## src/rtl/ring_phase_monitor.sv

```systemverilog
// ring_phase_monitor: checks a rotating 4-bit one-hot phase for validity and
// order (0001->0010->0100->1000->0001). After LOCK_COUNT correct steps it
// locks, counts full revolutions, and latches a sticky fault with a cause
// code on any violation while locked.
// Optional build macro RING_MON_HOLD_EN: when defined, a repeated phase
// (stall) is tolerated in ACQUIRE and LOCKED instead of resetting the step
// count or faulting.
module ring_phase_monitor #(
    parameter int LOCK_COUNT = 4,
    parameter int REV_W      = 8
) (
    input  logic             clock,
    input  logic             reset_n,
    input  logic [3:0]       phase,
    input  logic             clear,
    output logic             locked,
    output logic             err,
    output logic [1:0]       err_code,
    output logic [REV_W-1:0] rev_count,
    output logic             rev_pulse,
    output logic [1:0]       cur_index
);

    typedef enum logic [1:0] {
        ST_IDLE    = 2'd0,
        ST_ACQUIRE = 2'd1,
        ST_LOCKED  = 2'd2,
        ST_FAULT   = 2'd3
    } state_t;

    localparam logic [3:0]       LOCK_TARGET = 4'(LOCK_COUNT);
    localparam logic [REV_W-1:0] REV_MAX     = {REV_W{1'b1}};

`ifdef RING_MON_HOLD_EN
    localparam logic STALL_LEGAL = 1'b1;
`else
    localparam logic STALL_LEGAL = 1'b0;
`endif

    localparam logic [1:0] CODE_NONE   = 2'b00;
    localparam logic [1:0] CODE_ONEHOT = 2'b01;
    localparam logic [1:0] CODE_ORDER  = 2'b10;
    localparam logic [1:0] CODE_STALL  = 2'b11;

    // True when exactly one bit of the phase is set.
    function automatic logic is_onehot(input logic [3:0] p);
        return (p != 4'b0000) && ((p & (p - 4'b0001)) == 4'b0000);
    endfunction

    // Expected successor of a one-hot phase.
    function automatic logic [3:0] rotl1(input logic [3:0] p);
        return {p[2:0], p[3]};
    endfunction

    // Binary position of the set bit of a one-hot phase.
    function automatic logic [1:0] onehot_index(input logic [3:0] p);
        logic [1:0] idx;
        case (p)
            4'b0001: idx = 2'd0;
            4'b0010: idx = 2'd1;
            4'b0100: idx = 2'd2;
            4'b1000: idx = 2'd3;
            default: idx = 2'd0;
        endcase
        return idx;
    endfunction

    state_t           state_r;
    state_t           state_nxt_s;
    logic [3:0]       prev_r;
    logic [3:0]       cnt_r;

    logic             valid_s;
    logic             correct_s;
    logic             stall_s;
    logic             wrong_s;
    logic             fault_s;
    logic             rev_step_s;

    logic [3:0]       prev_nxt_s;
    logic [3:0]       cnt_nxt_s;
    logic             locked_nxt_s;
    logic             err_nxt_s;
    logic [1:0]       code_nxt_s;
    logic [REV_W-1:0] rev_nxt_s;
    logic [1:0]       index_nxt_s;

    // Classify the current sample against the last valid sample.
    always_comb begin
        valid_s    = is_onehot(phase);
        correct_s  = valid_s && (phase == rotl1(prev_r));
        stall_s    = valid_s && (phase == prev_r);
        wrong_s    = valid_s && !correct_s && !stall_s;
        rev_step_s = (state_r == ST_LOCKED) && correct_s && (prev_r == 4'b1000);
    end

    // State register.
    always_ff @(posedge clock or negedge reset_n) begin
        if (!reset_n) begin
            state_r <= ST_IDLE;
        end else begin
            state_r <= state_nxt_s;
        end
    end

    // Next-state decision; faults are only detected while locked.
    always_comb begin
        state_nxt_s = state_r;
        case (state_r)
            ST_IDLE: begin
                if (valid_s) state_nxt_s = ST_ACQUIRE;
                else         state_nxt_s = ST_IDLE;
            end
            ST_ACQUIRE: begin
                if (!valid_s)                                          state_nxt_s = ST_IDLE;
                else if (correct_s && ((cnt_r + 4'd1) == LOCK_TARGET)) state_nxt_s = ST_LOCKED;
                else                                                   state_nxt_s = ST_ACQUIRE;
            end
            ST_LOCKED: begin
                if (!valid_s || wrong_s || (stall_s && !STALL_LEGAL)) state_nxt_s = ST_FAULT;
                else                                                  state_nxt_s = ST_LOCKED;
            end
            ST_FAULT: begin
                if (clear) state_nxt_s = ST_IDLE;
                else       state_nxt_s = ST_FAULT;
            end
            default: state_nxt_s = ST_IDLE;
        endcase
    end

    // Next values of the datapath and all registered outputs.
    always_comb begin
        fault_s      = (state_r == ST_LOCKED) && (state_nxt_s == ST_FAULT);
        locked_nxt_s = (state_nxt_s == ST_LOCKED);

        // prev/index follow every valid sample except while frozen in FAULT
        if (valid_s && (state_r != ST_FAULT)) begin
            prev_nxt_s  = phase;
            index_nxt_s = onehot_index(phase);
        end else begin
            prev_nxt_s  = prev_r;
            index_nxt_s = cur_index;
        end

        cnt_nxt_s = 4'd0;
        case (state_r)
            ST_ACQUIRE: begin
                if (correct_s)                         cnt_nxt_s = cnt_r + 4'd1;
                else if (stall_s && STALL_LEGAL)       cnt_nxt_s = cnt_r;
                else                                   cnt_nxt_s = 4'd0;
            end
            default: cnt_nxt_s = 4'd0;
        endcase

        // a fault in the same cycle as clear takes precedence
        if (fault_s) begin
            err_nxt_s = 1'b1;
            if (!valid_s)     code_nxt_s = CODE_ONEHOT;
            else if (wrong_s) code_nxt_s = CODE_ORDER;
            else              code_nxt_s = CODE_STALL;
        end else if (clear) begin
            err_nxt_s  = 1'b0;
            code_nxt_s = CODE_NONE;
        end else begin
            err_nxt_s  = err;
            code_nxt_s = err_code;
        end

        if (clear)                                rev_nxt_s = {REV_W{1'b0}};
        else if (rev_step_s && (rev_count != REV_MAX)) rev_nxt_s = rev_count + {{(REV_W-1){1'b0}}, 1'b1};
        else                                      rev_nxt_s = rev_count;
    end

    // Datapath and output registers.
    always_ff @(posedge clock or negedge reset_n) begin
        if (!reset_n) begin
            prev_r    <= 4'b0000;
            cnt_r     <= 4'd0;
            locked    <= 1'b0;
            err       <= 1'b0;
            err_code  <= CODE_NONE;
            rev_count <= {REV_W{1'b0}};
            rev_pulse <= 1'b0;
            cur_index <= 2'd0;
        end else begin
            prev_r    <= prev_nxt_s;
            cnt_r     <= cnt_nxt_s;
            locked    <= locked_nxt_s;
            err       <= err_nxt_s;
            err_code  <= code_nxt_s;
            rev_count <= rev_nxt_s;
            rev_pulse <= rev_step_s;
            cur_index <= index_nxt_s;
        end
    end

endmodule

```

## config.mk

```make
export PLATFORM = sky130hd
export DESIGN_NAME = ring_phase_monitor
export DESIGN_NICKNAME = d
export VERILOG_FILES = /design/src/rtl/ring_phase_monitor.sv
export SDC_FILE = /design/constraint.sdc
export NUM_CORES = 1
export LEC_CHECK = 0
export CAP_MARGIN = 20
export CELL_PAD_IN_SITES_DETAIL_PLACEMENT = 1
export CELL_PAD_IN_SITES_GLOBAL_PLACEMENT = 1
export CORE_UTILIZATION = 44
export CTS_CLUSTER_SIZE = 14
export DETAILED_ROUTE_END_ITERATION = 7
export GPL_TIMING_DRIVEN = 0
export HOLD_SLACK_MARGIN = 0.05
export PLACE_DENSITY_LB_ADDON = 0.08
export SYNTH_ARGS = -nofsm -noshare
export SYNTH_HDL_FRONTEND = slang
export SYNTH_SLANG_ARGS = --single-unit
```

## constraint.sdc

```tcl
create_clock -name clock -period 3.5 [get_ports clock]
set_input_delay 0.35 -clock clock [delete_from_list [all_inputs] [get_ports clock]]
set_output_delay 0.35 -clock clock [all_outputs]
set_load 0.1 [all_outputs]
```

== Word-level counts from Yosys, hierarchy flattened ==
Cells that the tools add are included.
Widths: inputs -> output; s select.

* Input bits: 7
* Flip-flop bits (word level): 25
* Logic and storage cells: 65
* Output and inout port bits: 15

* $add $sub $neg: 3
* Equality and inequality tests: 14
* Muxes and demuxes: 17
* Bitwise operators: 1
* Reduce and logical (&&, ||, !) cells: 21

{| class="wikitable"
|+ Operators with widths
! kind !! count
|-
| $mux 8 || 2
|-
| $mux 2 || 6
|-
| $logic_and 1x1->1 || 11
|-
| $add 8x1->8 const B || 1
|-
| $eq 2x2->1 const B || 4
|-
| $eq 4x3->1 const B || 2
|-
| $eq 4x4->1 || 2
|-
| $eq 4x4->1 const B || 2
|-
| $mux 4 || 2
|-
| $ne 8x8->1 const B || 1
|-
| $pmux 2 s4 || 1
|-
| $pmux 2 s3 || 1
|-
| $mux 1 || 5
|-
| $add 4x1->4 const B || 1
|-
| $and 4x4->4 || 1
|-
| $eq 4x2->1 const B || 1
|-
| $logic_not 4->1 || 1
|-
| $reduce_bool 2->1 || 2
|-
| $reduce_bool 4->1 || 1
|-
| $sub 4x1->4 const B || 1
|-
| $logic_not 1->1 || 3
|-
| $eq 2x1->1 const B || 1
|-
| $logic_not 2->1 || 1
|-
| $logic_or 1x1->1 || 2
|-
| $ne 2x2->1 const B || 1
|}

== Depth between registers and ports, before layout ==
Gate-level depths: netlist of the first run.

* Depth after elaboration: 15
* Gate-level depth with buffers: 7
* Gate-level depth less buffers: 5

== Worst setup path after synthesis of the first run ==
OpenSTA, ideal clock, no wires.

* Path kind: register -> register
* From: register rev_count[4]
* To: register rev_count[3]
* Setup time: 0.078 ns
* Stages on the path, launching flop included: 7
* Period minus slack after synthesis: 2.288 ns
* Arrival: 2.210 ns
* Path buffers: 1
* Slack: 1.212 ns
* Cells stage by stage: dfrtp_1 > and4_2 > nand4_1 > and4_2 > clkbuf_1 > a21o_1 > a21oi_1

* Longest elaborated chain between the ends: 3

{| class="wikitable"
|+ RTL lines
! item !! line !! RTL
|-
| start: declaration || 19 || <nowiki>output logic [REV_W-1:0] rev_count,</nowiki>
|-
| start signal: assignment || 182 || <nowiki>rev_count <= {REV_W{1'b0}};</nowiki>
|-
| start signal: assignment || 191 || <nowiki>rev_count <= rev_nxt_s;</nowiki>
|-
| $ne 8x8->1 || 170 || <nowiki>else if (rev_step_s && (rev_count != REV_MAX)) rev_nxt_s = rev_count + {{(REV_W-1){1'b0}}, 1'b1};</nowiki>
|-
| $logic_and 1x1->1 || 170 ||
|-
| $reduce_bool 2->1 (no line) || -- ||
|}

No other way between the ends.
A chain may end at the register's enable or synchronous reset.

== Worst setup path in the final report of the first run ==
* From: register rev_count[0]
* To: output rev_count[0]

No word-level cell between the ends.

==> impl_metrics.yaml, run 1 <==
routing:
  drtIter0Drc: 31
  routedWlPerCell_um: 15.70
  drc: 0
  drt.antenna.violating_nets: 0
  num_vias: 1173
  routed_wl_mm: 3.312
  route.detailed.vias_per_inst: 5.559
  detailedRoute.firstPassIterationCount: 4
hold_path:
  worst_hold_path.endpoint: "cur_index[1]"
  hold_path_startpoint: "phase[1]"
  hold_class: "in2reg"
  timing.hold.worst_path_depth: 2
clocking:
  cts_setup_buffers: 0
  cts_max_path_buffers: 2
  clock_tree_from_tritoncts: "done"
  path_clk_slew_ns: 0.14
  htreeDepth: 1
  cts_repair_resize_count: 0
  tritoncts.num_buffers: 3
  cts_hold_repair.buffers: 0
  clock-root-buffer: "sky130_fd_sc_hd__clkbuf_4"
  clock_latency_ns: 0.32
  clock_sink_count: 25
critical_path:
  crit_type: "reg2out"
  cpPeakStageDelay_ns: 1.17
  cp_top_family: "buffers and inverters"
  crit_path_cell_trace: "clkdlybuf4s50_1"
  cp-end-kind: "output pin"
  critPathSlowestCell: "sky130_fd_sc_hd__clkdlybuf4s50_1"
  critPathRequiredTime_ns: 3.15
  worst-path-buf-inv: 1
  regToRegStartpoint: "prev_r[2]"
  worst_r2r_endpoint: "rev_count[7]"
  rrSetupSlack_ns: 1.35
  r2r.worst_path.cells: 5
  start_kind: "register"
  cp_data_arrival_time_ns: 1.96
  crit_fanout: 5
yosys:
  post_synth.cell_area_avg_sq_um: 10.14
  syn-instance-count: 145
  mappedNetlistArea_sq_mm: 0.001470
  synth_top_cell_by_area: "sky130_fd_sc_hd__dfrtp_1"
  yosys-top-cells-count: "sky130_fd_sc_hd__dfrtp_1 (25), sky130_fd_sc_hd__nand2_1 (12), sky130_fd_sc_hd__a21oi_1 (10), sky130_fd_sc_hd__nor2_1 (10), sky130_fd_sc_hd__xor2_1 (10)"
  yosysWarnings: 0
  ys_seq_area_share_pct: 42.55
  yosys-top-cells-area: "sky130_fd_sc_hd__dfrtp_1 (43%), sky130_fd_sc_hd__xor2_1 (6.0%), sky130_fd_sc_hd__a21oi_1 (3.4%)"
  ys_seq_elements: 25
  synth_top_area_share_pct: 42.55
  synthDistinctLibCells: 45
  ys_dominant_reg_cell: "sky130_fd_sc_hd__dfrtp_1"
  syn_nets: 155
  synth-edff-count: 0
  synth_most_common_cell: "sky130_fd_sc_hd__dfrtp_1"
  async_reset_ff_share_pct: 100.0
global_route:
  grt_pass1_wl_mm: 5.851
  largest_net_degree_at_the_start_of_global_routing: 17
  globalRouteTotalUtil_pct: 22.23
  initial_antenna_violation_count: 0
  grt_overflow_total: 0
  grt_pass1_vias: 1238
placement:
  port_buffers: 17
  cell_total_after_placement: 207
  placed_cell_area_sq_mm: 0.001723
  post-dp-hpwl_mm: 2.539
  place_congestion: 0.7714
pwr:
  share_clk_of_total_power_pct: 22.9
  pwr_density_cell_mw_per_mm2: 334.2
  irDropWorstVdd_v: 0.0002301
  netSwitchingPower_w: 0.0001865
  power.sequential.fraction_pct: 55.6
  netSwitchingFraction_pct: 31.90
  internal_power_contribution_w: 0.0003981
  share_comb_of_total_power_pct: 21.6
  leakage_component_of_the_power_nw: 0.7137
floorplanning:
  floorplan.rows: 20
  die_h_um: 59.81
  dieArea_sq_mm: 0.003577
  core_area_sq_mm: 0.003103
  floorplan.initialDensity_pct: 47.38
  ios: 22
  die_w_um: 59.81
sta:
  timing_max_transition_violations_final: 0
  max_slew_margin_pct: 34.84
  share_of_the_cycle_needed_by_the_critical_path_after_routing_pct: 65.92
  clock-skew-final_ns: 0.006546
  fmax_mhz: 433.4
  finalCriticalPeriod_ns: 2.307
  finalHoldViolations: 0
  worstMarginPinSlew_ns: 0.9743
  setup_violations: 0
  final.setup.tns_ns: 0
  finalHoldWorstSlack_ns: 0.2871
  unrepaired_setup_endpoints_after_global_routing: "no"
status:
  run_status: "completed"
layout:
  postLayoutCellArea_sq_mm: 0.001749
  num-nets-final: 178
  post_route_cells_drive_above_1_share_pct: 14.97
  syn2layout_area_growth_pct: 18.98
  regArea_sq_um: 625.6
  layout.cells.non_filler: 211
  final_core_util_pct: 56.37
  combined_area_of_the_multi_input_logic_cells_sq_um: 760.7
  antenna_cells: 0
  layout.filler_cells: 367
run:
  cap_viol_max_count: 0
[worst max-delay path by stage]
stage,from,endpoint,cells after the start
final,rev_count[0],rev_count[0],1
after global routing,rev_count[2],rev_count[2],1
after CTS,rev_count[2],rev_count[2],1
after detailed placement,phase[3],rev_count[7],6
after global placement,phase[3],rev_count[7],6
after floorplan,rev_count[4],rev_count[3],6
[registers in the layout (all words and copies together) (netlist names)]
register and flops:
rev_count 8, err_code 2, cnt_r 4, err 1
prev_r 4, locked 1, rev_pulse 1, cur_index 2
state_r 2
[cell families (layout without fill, tap and decap cells)]
| kind of cell | Yosys count | after routing | synth area share (%) |
|---|---|---|---|
| multiplexers | 5 | 5 | 3.744 |
| buffers and inverters | 12 | 34 | 5.703 |
| AO/OA/AOI/OAI | 33 | 33 | 15.06 |
| AND/OR/NAND/NOR | 55 | 55 | 23.24 |
| flip-flops | 25 | 25 | 42.55 |
| adder cells (fa/ha/maj) | 3 | 3 | 2.553 |
| XOR/XNOR | 12 | 12 | 7.149 |
[layout make-up]
type | instances | area share (%)
plain buffers | 7 | 3.720
clock buffers | 4 | 1.502
well taps | 44 | 3.147
repair buffers | 18 | 11.30
multi-input cells | 108 | 43.49
inverters | 5 | 1.073
flip-flops and latches | 25 | 35.77
[routing by layer]
| metal | vias up | wire length [um] | part of all wire [%] | global-route usage (%) |
|---|---|---|---|---|
| met2 | 19 | 1619 | 49 | 37.46 |
| li1 | 569 | - | - | - |
| met5 | - | 0 | 0 | 0 |
| met4 | 0 | 59 | 1.8 | 8.306 |
| met3 | 8 | 70 | 2.1 | 3.247 |
| met1 | 577 | 1563 | 47 | 28.71 |
[cells in the final DEF (no fill, tap or decap), types with 3 or more instances in the layout]
cell type                         Yosys  layout
sky130_fd_sc_hd__and3_1               3       3
sky130_fd_sc_hd__o31ai_1              3       3
sky130_fd_sc_hd__inv_1                5       5
sky130_fd_sc_hd__mux2_2               4       4
sky130_fd_sc_hd__nand3_1              5       5
sky130_fd_sc_hd__nand2_1             12      12
sky130_fd_sc_hd__nor4_1               3       3
sky130_fd_sc_hd__nand2b_1             5       5
sky130_fd_sc_hd__a21oi_1             10      10
sky130_fd_sc_hd__clkbuf_1             2       3
sky130_fd_sc_hd__dfrtp_1             25      25
sky130_fd_sc_hd__clkdlybuf4s50_1      0      17
sky130_fd_sc_hd__nor2_1              10      10
sky130_fd_sc_hd__ha_1                 3       3
sky130_fd_sc_hd__o21ai_0              7       7
sky130_fd_sc_hd__xor2_1              10      10
sky130_fd_sc_hd__clkbuf_4             0       3
[metrics by stage]
step	power (W)	setup slack, ns
2_1_floorplan	0.0004193	1.212
3_3_place_gp	0.0004459	1.406
3_5_place_dp	0.0004576	1.305
4_1_cts	0.0005940	1.192
5_1_grt	0.0006137	1.123
6_report	0.0005846	1.193
[power by group through the flow]
stage | logic [W] | clock network [W] | registers, W
floorplan | 0.0000725 | 0 | 0.000347
global placement | 0.000118 | 0 | 0.000328
detailed placement | 0.000127 | 0 | 0.000331
CTS | 0.000128 | 0.000141 | 0.000325
global route | 0.000137 | 0.000149 | 0.000328
finish | 0.000126 | 0.000134 | 0.000325
Power figures use the tool's default switching activity.
==> inputs of run 2 (changes only) <==
CORE_UTILIZATION = 37   (was 44)
clock period = 2 ns   (was 3.5 ns; I/O delays follow)
==> run 2 against run 1 <==
Clock skew rose by 0.0060 ns; flip-flop and latch count did not move; cell area rose by 5.4%; power rose by 91%; die area rose by 18%.
==> impl_metrics.yaml, run 2 (same netlist as run 1, synthesis figures left out) <==
layout:
  largest_register_ffs: 8
  antenna_cells: 0
  largest_register: "rev_count"
  post_route_cells_drive_above_1_share_pct: 24.86
  syn2layout_area_growth_pct: 25.45
  final_common_cell: "sky130_fd_sc_hd__dfrtp_1"
  mostFrequentLayoutCells: "sky130_fd_sc_hd__dfrtp_1 (17), sky130_fd_sc_hd__nand2_1 (12), sky130_fd_sc_hd__xor2_1 (10), sky130_fd_sc_hd__nor2_1 (10)"
  biggestRegsByFlops: "rev_count: 8 flops, cnt_r: 4 flops, prev_r: 4 flops"
  num-nets-final: 184
floorplanning:
  dieArea_sq_mm: 0.004230
  core_area_sq_mm: 0.003744
  floorplan.initialDensity_pct: 39.27
  die_w_um: 65.04
  ios: 22
  die_h_um: 65.04
  floorplan.rows: 22
sta:
  setup_violations: 0
  fmax_mhz: 508.4
  final.setup.tns_ns: 0
  finalHoldViolations: 0
  unrepaired_setup_endpoints_after_global_routing: "yes"
  finalCriticalPeriod_ns: 1.967
  finalHoldWorstSlack_ns: 0.1700
  timing_max_transition_violations_final: 0
  clock-skew-final_ns: 0.01258
  worstMarginPinSlew_ns: 0.9662
  max_slew_margin_pct: 35.38
  share_of_the_cycle_needed_by_the_critical_path_after_routing_pct: 98.35
critical_path:
  cp-end-kind: "register"
  start_kind: "register"
  cp_data_arrival_time_ns: 2.18
  cpPeakStageDelay_ns: 0.51
  cp_top_family: "simple AND/OR/NAND/NOR gates"
  crit_path_cell_trace: "buf_6, or2b_4, nor4_4, nand4_4, or4_4, a21oi_2"
  critPathSlowestCell: "sky130_fd_sc_hd__or4_4"
  critPathRequiredTime_ns: 2.21
  worst_r2r_endpoint: "rev_count[7]"
  crit_type: "reg2reg"
  r2r.worst_path.cells: 6
  regToRegStartpoint: "state_r[1]"
  rrSetupSlack_ns: 0.03
  worst-path-buf-inv: 1
  crit_fanout: 10
routing:
  detailedRoute.firstPassIterationCount: 4
  routed_wl_mm: 3.509
  routedWlPerCell_um: 15.88
  route.detailed.vias_per_inst: 5.425
  num_vias: 1199
  drt.antenna.violating_nets: 0
  drc: 0
  drtIter0Drc: 24
placement:
  port_buffers: 17
  place_congestion: 0.7781
  post-dp-hpwl_mm: 2.500
global_route:
  initial_antenna_violation_count: 0
  grt_overflow_total: 0
  globalRouteTotalUtil_pct: 18.53
  largest_net_degree_at_the_start_of_global_routing: 14
  grt_pass1_wl_mm: 5.982
  grt_pass1_vias: 1262
status:
  run_status: "completed"
clocking:
  htreeDepth: 1
  clock_tree_from_tritoncts: "done"
  cts_hold_repair.buffers: 0
  clock-root-buffer: "sky130_fd_sc_hd__clkbuf_8"
  clock_sink_count: 25
  path_clk_slew_ns: 0.10
  tritoncts.num_buffers: 3
  cts_max_path_buffers: 2
  clock_latency_ns: 0.28
pwr:
  leakage_component_of_the_power_nw: 0.8336
  pwr_density_cell_mw_per_mm2: 606.2
  irDropWorstVdd_v: 0.0003278
run:
  cap_viol_max_count: 0
hold_path:
  hold_path_startpoint: "phase[1]"
  worst_hold_path.endpoint: "cur_index[1]"
  timing.hold.worst_path_depth: 2
  hold_class: "in2reg"
## run 2: cell count changes in the layout (fill, tap and decap cells not counted), moves of 3 or more
| cell | previous run | this run |
|---|---|---|
| sky130_fd_sc_hd__dfrtp_2 | 0 | 8 |
| sky130_fd_sc_hd__buf_4 | 1 | 6 |
| sky130_fd_sc_hd__clkbuf_4 | 3 | 0 |
| sky130_fd_sc_hd__clkbuf_8 | 2 | 5 |
| sky130_fd_sc_hd__dlygate4sd2_1 | 0 | 9 |
| sky130_fd_sc_hd__dlymetal6s2s_1 | 0 | 3 |
| sky130_fd_sc_hd__clkdlybuf4s50_1 | 17 | 5 |
| sky130_fd_sc_hd__dfrtp_1 | 25 | 17 |
## run 2: worst max-delay path by stage
| stage | start | to | slack [ns] | cells past startpoint |
|---|---|---|---|---|
| floorplan | rev_count[7] | rev_count[3] | 0.003 | 5 |
| global placement | prev_r[2] | rev_count[7] | -0.05 | 5 |
| detailed placement | state_r[1] | rev_count[7] | -0.14 | 6 |
| CTS | prev_r[0] | rev_count[7] | -0.03 | 5 |
| global route | state_r[1] | rev_count[7] | -0.07 | 6 |
| finish | state_r[1] | rev_count[7] | 0.03 | 6 |
## run 2: layer usage
layer / vias up / GRT usage, % / wire [um]
li1: 584 / - / -
met1: 588 / 22.96 / 1541
met2: 22 / 32.16 / 1805
met3: 5 / 2.641 / 114
met4: 0 / 7.337 / 47
met5: - / 0 / 0
## run 2: worst reg2reg max path: cells and delay by family (launching register included)
kind,cells,cell delay (ns)
flops,1,0.35
compound gates,1,0.13
simple gates,4,1.30
buf+inv,1,0.13
## run 2: what timing repair did
item                                    CTS  global route
buffers inserted                          1             5
endpoints found under the setup margin   18            10
gates cloned                              0             1
resized for setup                        10             8
pin swaps                                 2             4
## run 2: area by class of cell
cell class | count | area [sq um]
fill | 437 | 1899
inverter | 5 | 18.77
multi-input combinational | 109 | 793.3
buffer | 6 | 65.06
sequential | 25 | 635.6
timing repair buffer | 24 | 226.5
tap | 48 | 60.06
clock buffer | 4 | 45.04
## run 2: power breakdown
part	leakage [nW]	total [W]	switching [W]	internal (W)
registers	0.322	0.000571	0.0000402	0.000531
logic	0.489	0.000236	0.000142	0.0000939
clock network	0.0228	0.000311	0.000168	0.000143
total	0.834	0.00112	0.000350	0.000768
## run 2: metrics by stage
step | setup WS, ns | total power, W | instance area, sq um | instances | utilization (%)
CTS | -0.02837 | 0.001112 | 1774 | 216 | 47.39
global route | -0.06544 | 0.001183 | 1844 | 221 | 49.26
global placement | -0.04636 | 0.0007803 | 1709 | 210 | 45.66
finish | 0.03293 | 0.001118 | 1844 | 221 | 49.26
floorplan | 0.003146 | 0.0007336 | 1479 | 145 | -
detailed placement | -0.1404 | 0.0007967 | 1724 | 211 | 46.06
